**config.mk**
```make
export PLATFORM = sky130hd
export DESIGN_NAME = mpc_qp_admm_z_update
export DESIGN_NICKNAME = d
export VERILOG_FILES = /design/src/rtl/mpc_qp_admm_z_update.sv
export SDC_FILE = /design/constraint.sdc
export NUM_CORES = 1
export LEC_CHECK = 0
export ABC_CLOCK_PERIOD_IN_PS = 38200
export CAP_MARGIN = 20
export CORE_ASPECT_RATIO = 0.8
export CORE_MARGIN = 2
export CORE_UTILIZATION = 49
export CTS_CLUSTER_SIZE = 28
export DETAILED_ROUTE_END_ITERATION = 10
export PLACE_DENSITY = 0.89
export SYNTH_ARGS = -nofsm -noshare
export SYNTH_HDL_FRONTEND = slang
export SYNTH_SLANG_ARGS = --single-unit
```
**constraint.sdc**
```tcl
create_clock -name clk -period 38.2 [get_ports clk]
set_input_delay 7.64 -clock clk [delete_from_list [all_inputs] [get_ports clk]]
set_output_delay 7.64 -clock clk [all_outputs]
set_load 0.03 [all_outputs]
```
**src/rtl/mpc_qp_admm_z_update.sv**
```systemverilog
// -----------------------------------------------------------------------------
// mpc_qp_admm_z_update
//
// ADMM slack/dual update stage. A start pulse launches one sweep over all
// AddressRange entries. Each entry takes two cycles: RD issues the reads and
// WB consumes the data and writes back:
//    v    = sat(x + u)
//    z    = clamp(v, lo, hi)   (hi wins when lo > hi)
//    u    = sat(v - z)
// Max-norm primal/dual residuals are accumulated over the sweep.
//
// Optional feature macro: MPC_ZUPD_RESID_EN
//    defined   : r_prim / r_dual residual datapath is built
//    undefined : r_prim / r_dual are tied to 0 and zk_q0 is not used
//
// Ports
//    clk, reset (async, active-low)
//    start, busy, done              : sweep handshake
//    lo, hi                         : clamp bounds, stable while busy
//    x_address0/x_ce0/x_q0          : relaxed primal RAM (read only)
//    zk_address0/ce0/we0/d0/q0      : slack RAM (read then write back)
//    u_address0/ce0/we0/d0/q0       : scaled dual RAM (read then write back)
//    r_prim, r_dual                 : residuals, final in the done cycle
// -----------------------------------------------------------------------------
module mpc_qp_admm_z_update #(
   parameter int DataWidth    = 32,
   parameter int AddressWidth = 5,
   parameter int AddressRange = 24
) (
   input  logic                    clk,
   input  logic                    reset,
   input  logic                    start,
   output logic                    busy,
   output logic                    done,
   input  logic [DataWidth-1:0]    lo,
   input  logic [DataWidth-1:0]    hi,
   output logic [AddressWidth-1:0] x_address0,
   output logic                    x_ce0,
   input  logic [DataWidth-1:0]    x_q0,
   output logic [AddressWidth-1:0] zk_address0,
   output logic                    zk_ce0,
   output logic                    zk_we0,
   output logic [DataWidth-1:0]    zk_d0,
   input  logic [DataWidth-1:0]    zk_q0,
   output logic [AddressWidth-1:0] u_address0,
   output logic                    u_ce0,
   output logic                    u_we0,
   output logic [DataWidth-1:0]    u_d0,
   input  logic [DataWidth-1:0]    u_q0,
   output logic [DataWidth-1:0]    r_prim,
   output logic [DataWidth-1:0]    r_dual
);

   localparam logic signed [DataWidth-1:0] SMAX = {1'b0, {(DataWidth-1){1'b1}}};
   localparam logic signed [DataWidth-1:0] SMIN = {1'b1, {(DataWidth-1){1'b0}}};

   typedef enum logic [1:0] {S_IDLE, S_RD, S_WB, S_DONE} state_t;

   state_t                  state_reg;
   state_t                  state_next;
   logic [AddressWidth-1:0] idx_reg;
   logic                    last_entry;
   logic                    sweep_start;

   // a + b (or a - b) evaluated one bit wider, then clipped to the signed range
   function automatic logic signed [DataWidth-1:0] sat_sum(
      input logic signed [DataWidth-1:0] a,
      input logic signed [DataWidth-1:0] b,
      input logic                        negate_b
   );
      logic signed [DataWidth:0] s;
      if (negate_b)
         s = {a[DataWidth-1], a} - {b[DataWidth-1], b};
      else
         s = {a[DataWidth-1], a} + {b[DataWidth-1], b};
      if (s[DataWidth] != s[DataWidth-1])
         sat_sum = s[DataWidth] ? SMIN : SMAX;
      else
         sat_sum = s[DataWidth-1:0];
   endfunction

   assign last_entry  = (idx_reg == AddressWidth'(AddressRange - 1));
   assign sweep_start = (state_reg == S_IDLE) && start;

   // ---------------------------------------------------------------- datapath
   logic signed [DataWidth-1:0] x_s;
   logic signed [DataWidth-1:0] u_s;
   logic signed [DataWidth-1:0] lo_s;
   logic signed [DataWidth-1:0] hi_s;
   logic signed [DataWidth-1:0] v_sum;
   logic signed [DataWidth-1:0] z_new;
   logic signed [DataWidth-1:0] u_new;

   assign x_s  = $signed(x_q0);
   assign u_s  = $signed(u_q0);
   assign lo_s = $signed(lo);
   assign hi_s = $signed(hi);

   always_comb begin
      v_sum = sat_sum(x_s, u_s, 1'b0);
      // an empty interval collapses to hi
      if (lo_s > hi_s)
         z_new = hi_s;
      else if (v_sum < lo_s)
         z_new = lo_s;
      else if (v_sum > hi_s)
         z_new = hi_s;
      else
         z_new = v_sum;
      u_new = sat_sum(v_sum, z_new, 1'b1);
   end

   // ------------------------------------------------------------------- FSM
   always_ff @(posedge clk or negedge reset) begin
      if (!reset)
         state_reg <= S_IDLE;
      else
         state_reg <= state_next;
   end

   always_comb begin
      state_next = state_reg;
      case (state_reg)
         S_IDLE:  if (start) state_next = S_RD;
         S_RD:    state_next = S_WB;
         S_WB:    state_next = last_entry ? S_DONE : S_RD;
         S_DONE:  state_next = S_IDLE;
         default: state_next = S_IDLE;
      endcase
   end

   // outputs decode straight from state so an asynchronous reset clears them at once
   always_comb begin
      busy        = 1'b0;
      done        = 1'b0;
      x_ce0       = 1'b0;
      zk_ce0      = 1'b0;
      u_ce0       = 1'b0;
      zk_we0      = 1'b0;
      u_we0       = 1'b0;
      x_address0  = '0;
      zk_address0 = '0;
      u_address0  = '0;
      zk_d0       = '0;
      u_d0        = '0;
      case (state_reg)
         S_RD: begin
            busy        = 1'b1;
            x_ce0       = 1'b1;
            zk_ce0      = 1'b1;
            u_ce0       = 1'b1;
            x_address0  = idx_reg;
            zk_address0 = idx_reg;
            u_address0  = idx_reg;
         end
         S_WB: begin
            busy        = 1'b1;
            zk_ce0      = 1'b1;
            u_ce0       = 1'b1;
            zk_we0      = 1'b1;
            u_we0       = 1'b1;
            zk_address0 = idx_reg;
            u_address0  = idx_reg;
            zk_d0       = z_new;
            u_d0        = u_new;
         end
         S_DONE: begin
            busy = 1'b1;
            done = 1'b1;
         end
         default: ;
      endcase
   end

   // entry index
   always_ff @(posedge clk or negedge reset) begin
      if (!reset)
         idx_reg <= '0;
      else if (sweep_start)
         idx_reg <= '0;
      else if (state_reg == S_WB && !last_entry)
         idx_reg <= idx_reg + 1'b1;
   end

   // -------------------------------------------------------------- residuals
`ifdef MPC_ZUPD_RESID_EN
   logic signed [DataWidth-1:0] r_prim_reg;
   logic signed [DataWidth-1:0] r_dual_reg;
   logic signed [DataWidth-1:0] prim_abs;
   logic signed [DataWidth-1:0] dual_abs;

   // the most negative value has no positive twin, so it clips to SMAX
   function automatic logic signed [DataWidth-1:0] abs_sat(
      input logic signed [DataWidth-1:0] a
   );
      if (a == SMIN)
         abs_sat = SMAX;
      else if (a[DataWidth-1])
         abs_sat = -a;
      else
         abs_sat = a;
   endfunction

   assign prim_abs = abs_sat(sat_sum(x_s, z_new, 1'b1));
   assign dual_abs = abs_sat(sat_sum(z_new, $signed(zk_q0), 1'b1));

   always_ff @(posedge clk or negedge reset) begin
      if (!reset) begin
         r_prim_reg <= '0;
         r_dual_reg <= '0;
      end else if (sweep_start) begin
         r_prim_reg <= '0;
         r_dual_reg <= '0;
      end else if (state_reg == S_WB) begin
         if (prim_abs > r_prim_reg) r_prim_reg <= prim_abs;
         if (dual_abs > r_dual_reg) r_dual_reg <= dual_abs;
      end
   end

   assign r_prim = r_prim_reg;
   assign r_dual = r_dual_reg;
`else
   logic unused_zk_q0;

   assign unused_zk_q0 = ^zk_q0;
   assign r_prim       = '0;
   assign r_dual       = '0;
`endif

endmodule

```
== Word-level counts from Yosys, hierarchy flattened ==
Cells that the tools add are included.
Widths: inputs -> output; s select.

* Bits of input ports: 163
* Word-level logic and storage cells: 43
* Flip-flop bits (word level): 7
* Output and inout port bits: 150

* Order comparisons: 3
* Reduce and logical (&&, ||, !) cells: 7
* Muxes and demuxes: 21
* $add $sub $neg: 3
* Equal/unequal tests: 7

{| class="wikitable"
|+ Operators by type and width
! cell !! count
|-
| $mux 32 || 9
|-
| $gt 32x32->1 || 2
|-
| $add 32x32->33 || 1
|-
| $sub 32x32->33 || 1
|-
| $lt 32x32->1 || 1
|-
| $mux 5 || 4
|-
| $pmux 2 s4 || 1
|-
| $add 5x1->5 const B || 1
|-
| $eq 5x5->1 const B || 1
|-
| $mux 1 || 5
|-
| $eq 2x2->1 const B || 2
|-
| $mux 2 || 2
|-
| $reduce_or 3->1 || 1
|-
| $eq 2x1->1 const B || 1
|-
| $logic_and 1x1->1 || 2
|-
| $logic_not 2->1 || 1
|-
| $ne 1x1->1 || 2
|-
| $ne 2x2->1 const B || 1
|-
| $reduce_bool 2->1 || 1
|-
| $reduce_or 2->1 || 1
|-
| $logic_not 1->1 || 1
|}

== Longest topological paths before layout ==
* Depth after elaboration: 11
* Depth in mapped cells: 43
* Gate-level depth less buffers: 38

== Least setup slack after synthesis ==
Ideal clock, no wire load.

* Path kind: input -> output
* From: input port x_q0[2]
* To: output port u_d0[10]
* Path slack: 14.395 ns
* Path buffers: 5
* Required time: 30.560 ns
* Stages on the path: 39
* Data arrival time: 16.165 ns
* Path through: ha_1 o21ai_0 nor3_1 o21ai_0 a21oi_1 o22ai_1 o21ai_0 a21o_1 a21o_1 xnor2_1 ha_1 clkbuf_1 o21ai_1 clkbuf_1 o21ai_0 ha_1 and4_1 and3_1 [3 not listed] o311a_1 or2_1 buf_6 a21o_1 buf_2 a221oi_2 ha_1 a21o_1 nand2b_1 a31oi_1 a31oi_1 a2111o_1 a31oi_2 o31a_1 xnor2_1 a21oi_2 clkbuf_1 o21ai_0

* Longest elaborated chain between the ends: 11
* Elaborated cells between the ends (all ways): 14
* Classes of those cells: 2 x add/sub; 2 x order compare; 2 x eq/ne; 8 x mux

{| class="wikitable"
|+ Ends and longest elaborated chain
! item !! line !! text
|-
| from (decl) || 39 || <nowiki>input logic [DataWidth-1:0] x_q0,</nowiki>
|-
| $add 32x32->33 (*) || 75 || <nowiki>s = {a[DataWidth-1], a} + {b[DataWidth-1], b};</nowiki>
|-
| $mux 32 or $ne 1x1->1 (tied branches) || 77, 76 ||
|-
| $mux 32 (*) || 76 || <nowiki>if (s[DataWidth] != s[DataWidth-1])</nowiki>
|-
| $gt 32x32->1 || 106 || <nowiki>else if (v_sum > hi_s)</nowiki>
|-
| $mux 32 || 106 ||
|-
| $mux 32 || 104 || <nowiki>else if (v_sum < lo_s)</nowiki>
|-
| $mux 32 || 102 || <nowiki>if (lo_s > hi_s)</nowiki>
|-
| $sub 32x32->33 (*) || 73 || <nowiki>s = {a[DataWidth-1], a} - {b[DataWidth-1], b};</nowiki>
|-
| $mux 32 or $ne 1x1->1 (tied branches) || 77, 76 ||
|-
| $mux 32 (*) || 76 ||
|-
| $mux 32 (*) || 146 || <nowiki>case (state_reg)</nowiki>
|-
| to (decl) || 48 || <nowiki>output logic [DataWidth-1:0] u_d0,</nowiki>
|}

Every way passes the cells marked *; elsewhere a longest branch is shown, timed or not.

== Worst setup path after layout ==
* From: input port x_q0[1]
* To: output port u_d0[5]

Same word-level chain as after synthesis.

==> run summary <==
total detailed-routing wirelength = 25410 µm
initial antenna violation count = 1
global-route wire length before repair = 38990 µm
Std-Cell Core Area = 0.01521 mm²
achievable frequency = 0.03563 GHz
Max-Slew Margin vs Limit = 32.23%
Final Setup Violations = 0
status = completed
CP Class = input pin to output pin
Die Outline Area = 0.01676 mm²
number of detailed-routing iterations run before antenna repair = 6
number of gates given a new drive strength after cts = 0
Clock Skew = 0.005903 ns
mean post-synth cell area = 7.127 µm²
proportion of layout cells with a drive suffix above 1 = 2.669%
remaining design rule violation count = 0
largest vdd supply drop = 0.1095 mV
overall power = 0.8565 mW
Synth top cells by count = sky130_fd_sc_hd__ha_1 (167), sky130_fd_sc_hd__o21ai_0 (112), sky130_fd_sc_hd__inv_1 (96)
nature of the critical path startpoint = input pin
aggregate global-route resource usage = 28.83%
Mapped Cells = 1082
total setup buffers inserted after CTS = 0
leakage power summed over all cells = 4.530 nW
dominant register cell in the synthesized netlist = sky130_fd_sc_hd__dfrtp_1
total number of vias = 8635
Crit path top cell by count = sky130_fd_sc_hd__a21oi_1
width of the die = 144.3 µm
post-layout min period = 28.07 ns
share of the core filled with cells = 64.74%
latest clock arrival within the worst-skew pair = 0.24 ns
number of maximum-capacitance violations = 0
starting utilization of the core area = 50.68%
Critical Path Start = x_q0[1]
Ports = 313
area of the mapped netlist = 0.007711 mm²
hold path startpoint = state_reg[1]
number of clock sinks = 7
smallest hold slack = 0.5570 ns
register bit total from synthesis = 7
HP Class = flop to flop
Area growth syn-to-layout = 27.73%
PortBufs = 216
post-route clock period utilization = 73.48%
most frequent cell after synthesis = sky130_fd_sc_hd__ha_1
slowest stage cell on the critical path = sky130_fd_sc_hd__ha_1
largest cells by area after synthesis = sky130_fd_sc_hd__ha_1 (27%), sky130_fd_sc_hd__o21ai_0 (7.3%), sky130_fd_sc_hd__buf_4 (6.9%)
number of placement rows = 40
average via count per standard cell = 5.819
Largest register FFs = 5
sum of overflow across all layers after global routing = 0
required time of the critical path = 30.56 ns
Post-DP HPWL = 21580 µm
number of nets at the end of the flow = 1607
leading area contributor after synthesis = sky130_fd_sc_hd__ha_1
type of destination of the critical path = output pin
number of global-route vias before repair = 7902
count of distinct cell types in the synthesized netlist = 69
data arrival time of the critical path = 20.43 ns
number of enable-type register cells in the synthesized netlist = 0
ratio of total power to cell area = 86.96 mW/mm²
Final Hold Violating Endpoints = 0
global placer's final weighted congestion = 0.9565
Max clock buf depth = 2
CTS root buf = sky130_fd_sc_hd__clkbuf_16
clock buffer count from CTS = 3
unrepaired setup endpoints after global routing = false
Reg-to-Reg Start = state_reg[0]
clock-pin transition on the worst setup and hold timing paths = 0.04 ns
routed len/inst = 17.12 µm
maximum single-stage delay on the critical path = 0.77 ns
hold-fix buffer count after cts = 0
maximum level of the CTS H-tree = 1
diode insertion count for antenna repair = 0
Post-DRT Antenna Nets = 0
Final Max Slew Viols = 0
largest net degree at the start of global routing = 38
clock tree from TritonCTS = done
critical-path maximum fanout = 29
worst-margin pin slew = 0.9883 ns
die outline height = 116.2 µm
Synth top area share = 27.10%
sequential cell area fraction in the yosys report = 2.272%
asr flop ratio synth = 100.0%
number of warnings printed during yosys synthesis = 0
DRT iter0 DRCs = 828
final total negative setup slack = 0 ns
logic make-up (layout without fill, tap and decap cells):
kind of cell,Yosys count,after routing,share of synthesized area (%)
other cells,1,64,0.04863
buf+inv,195,324,13.26
fa+ha+maj,169,169,27.62
compound gates,386,386,32.66
xor+xnor,61,61,6.928
mux,6,6,0.8113
flops,7,7,2.272
simple gates,257,257,16.40
critical path: cells and delay by family:
kind            cells  cell delay (ns)
xor+xnor            1             0.14
fa+ha+maj           5             2.12
compound gates     22             6.19
buf+inv             5             1.72
mux                 1             0.12
simple gates        7             2.49
path summary, 6_finish.rpt:
kind,cells after the start,endpoint,slack [ns]
worst max register to register,7,idx_reg[3],35.78
worst min-delay path,1,state_reg[1],0.56
max in group asynchronous,1,idx_reg[1],30.23
min in group asynchronous,1,state_reg[0],7.69
worst min register to register,1,state_reg[1],0.56
worst max-delay path,41,u_d0[5],10.13
where the power goes:
| group | internal, mW | switching [mW] |
|---|---|---|
| clock network | 0.0139 | 0.00426 |
| registers | 0.0101 | 0.00372 |
| logic | 0.323 | 0.501 |
| total | 0.347 | 0.509 |
cells in the final DEF (no fill, tap or decap), types with 4 or more instances in the layout:
master / synthesis / final
sky130_fd_sc_hd__and2_1: 15 / 15
sky130_fd_sc_hd__a2111oi_0: 4 / 4
sky130_fd_sc_hd__a211oi_1: 20 / 20
sky130_fd_sc_hd__a21o_1: 33 / 33
sky130_fd_sc_hd__nor3_1: 14 / 14
sky130_fd_sc_hd__inv_1: 96 / 96
sky130_fd_sc_hd__a221oi_2: 10 / 10
sky130_fd_sc_hd__o21ai_0: 112 / 112
sky130_fd_sc_hd__o21bai_1: 10 / 10
sky130_fd_sc_hd__a21oi_1: 95 / 95
sky130_fd_sc_hd__o21a_1: 11 / 11
sky130_fd_sc_hd__conb_1: 1 / 64
sky130_fd_sc_hd__nand2_1: 57 / 57
sky130_fd_sc_hd__nor2_1: 72 / 72
sky130_fd_sc_hd__nand4_1: 23 / 23
sky130_fd_sc_hd__nand2b_1: 7 / 7
sky130_fd_sc_hd__buf_4: 71 / 6
sky130_fd_sc_hd__ha_1: 167 / 167
sky130_fd_sc_hd__o22ai_1: 9 / 9
sky130_fd_sc_hd__a31oi_1: 11 / 11
sky130_fd_sc_hd__o22a_1: 5 / 5
sky130_fd_sc_hd__clkdlybuf4s50_1: 0 / 216
sky130_fd_sc_hd__xor2_1: 31 / 31
sky130_fd_sc_hd__a222oi_1: 12 / 12
sky130_fd_sc_hd__nor4_1: 4 / 4
sky130_fd_sc_hd__nor2b_1: 18 / 18
sky130_fd_sc_hd__o211ai_1: 13 / 13
sky130_fd_sc_hd__xnor2_1: 30 / 30
sky130_fd_sc_hd__and3_1: 8 / 8
sky130_fd_sc_hd__a21boi_0: 6 / 6
sky130_fd_sc_hd__nand3_1: 23 / 23
sky130_fd_sc_hd__dfrtp_1: 7 / 7
sky130_fd_sc_hd__mux2i_1: 4 / 4
final cells by class:
class	count	area [µm²]
clock buffer	4	78.83
fill	1395	5365
inverter	97	364.1
multi-input combinational	943	6750
sequential	7	175.2
tap	210	262.8
timing repair buffer	223	2218
per-stage QoR:
step / cell area [µm²] / worst slack [ns] / cells
6_report: 9849 / 10.13 / 1484
2_1_floorplan: 7948 / 14.39 / 1145
5_1_grt: 9849 / 9.375 / 1484
4_1_cts: 9838 / 10.47 / 1483
3_5_place_dp: 9759 / 10.57 / 1479
3_3_place_gp: 9759 / 10.84 / 1479
per-layer routing:
layer	up-vias	global-route usage [%]	wire [µm]	part of all wire [%]
met5	-	0	0	0
met4	0	7.379	586	2.3
met3	46	3.198	2252	8.9
met2	435	47.65	11280	44
met1	3901	40.24	11290	44
li1	4253	-	-	-
Note: power is estimated with default switching activity, not from simulation.
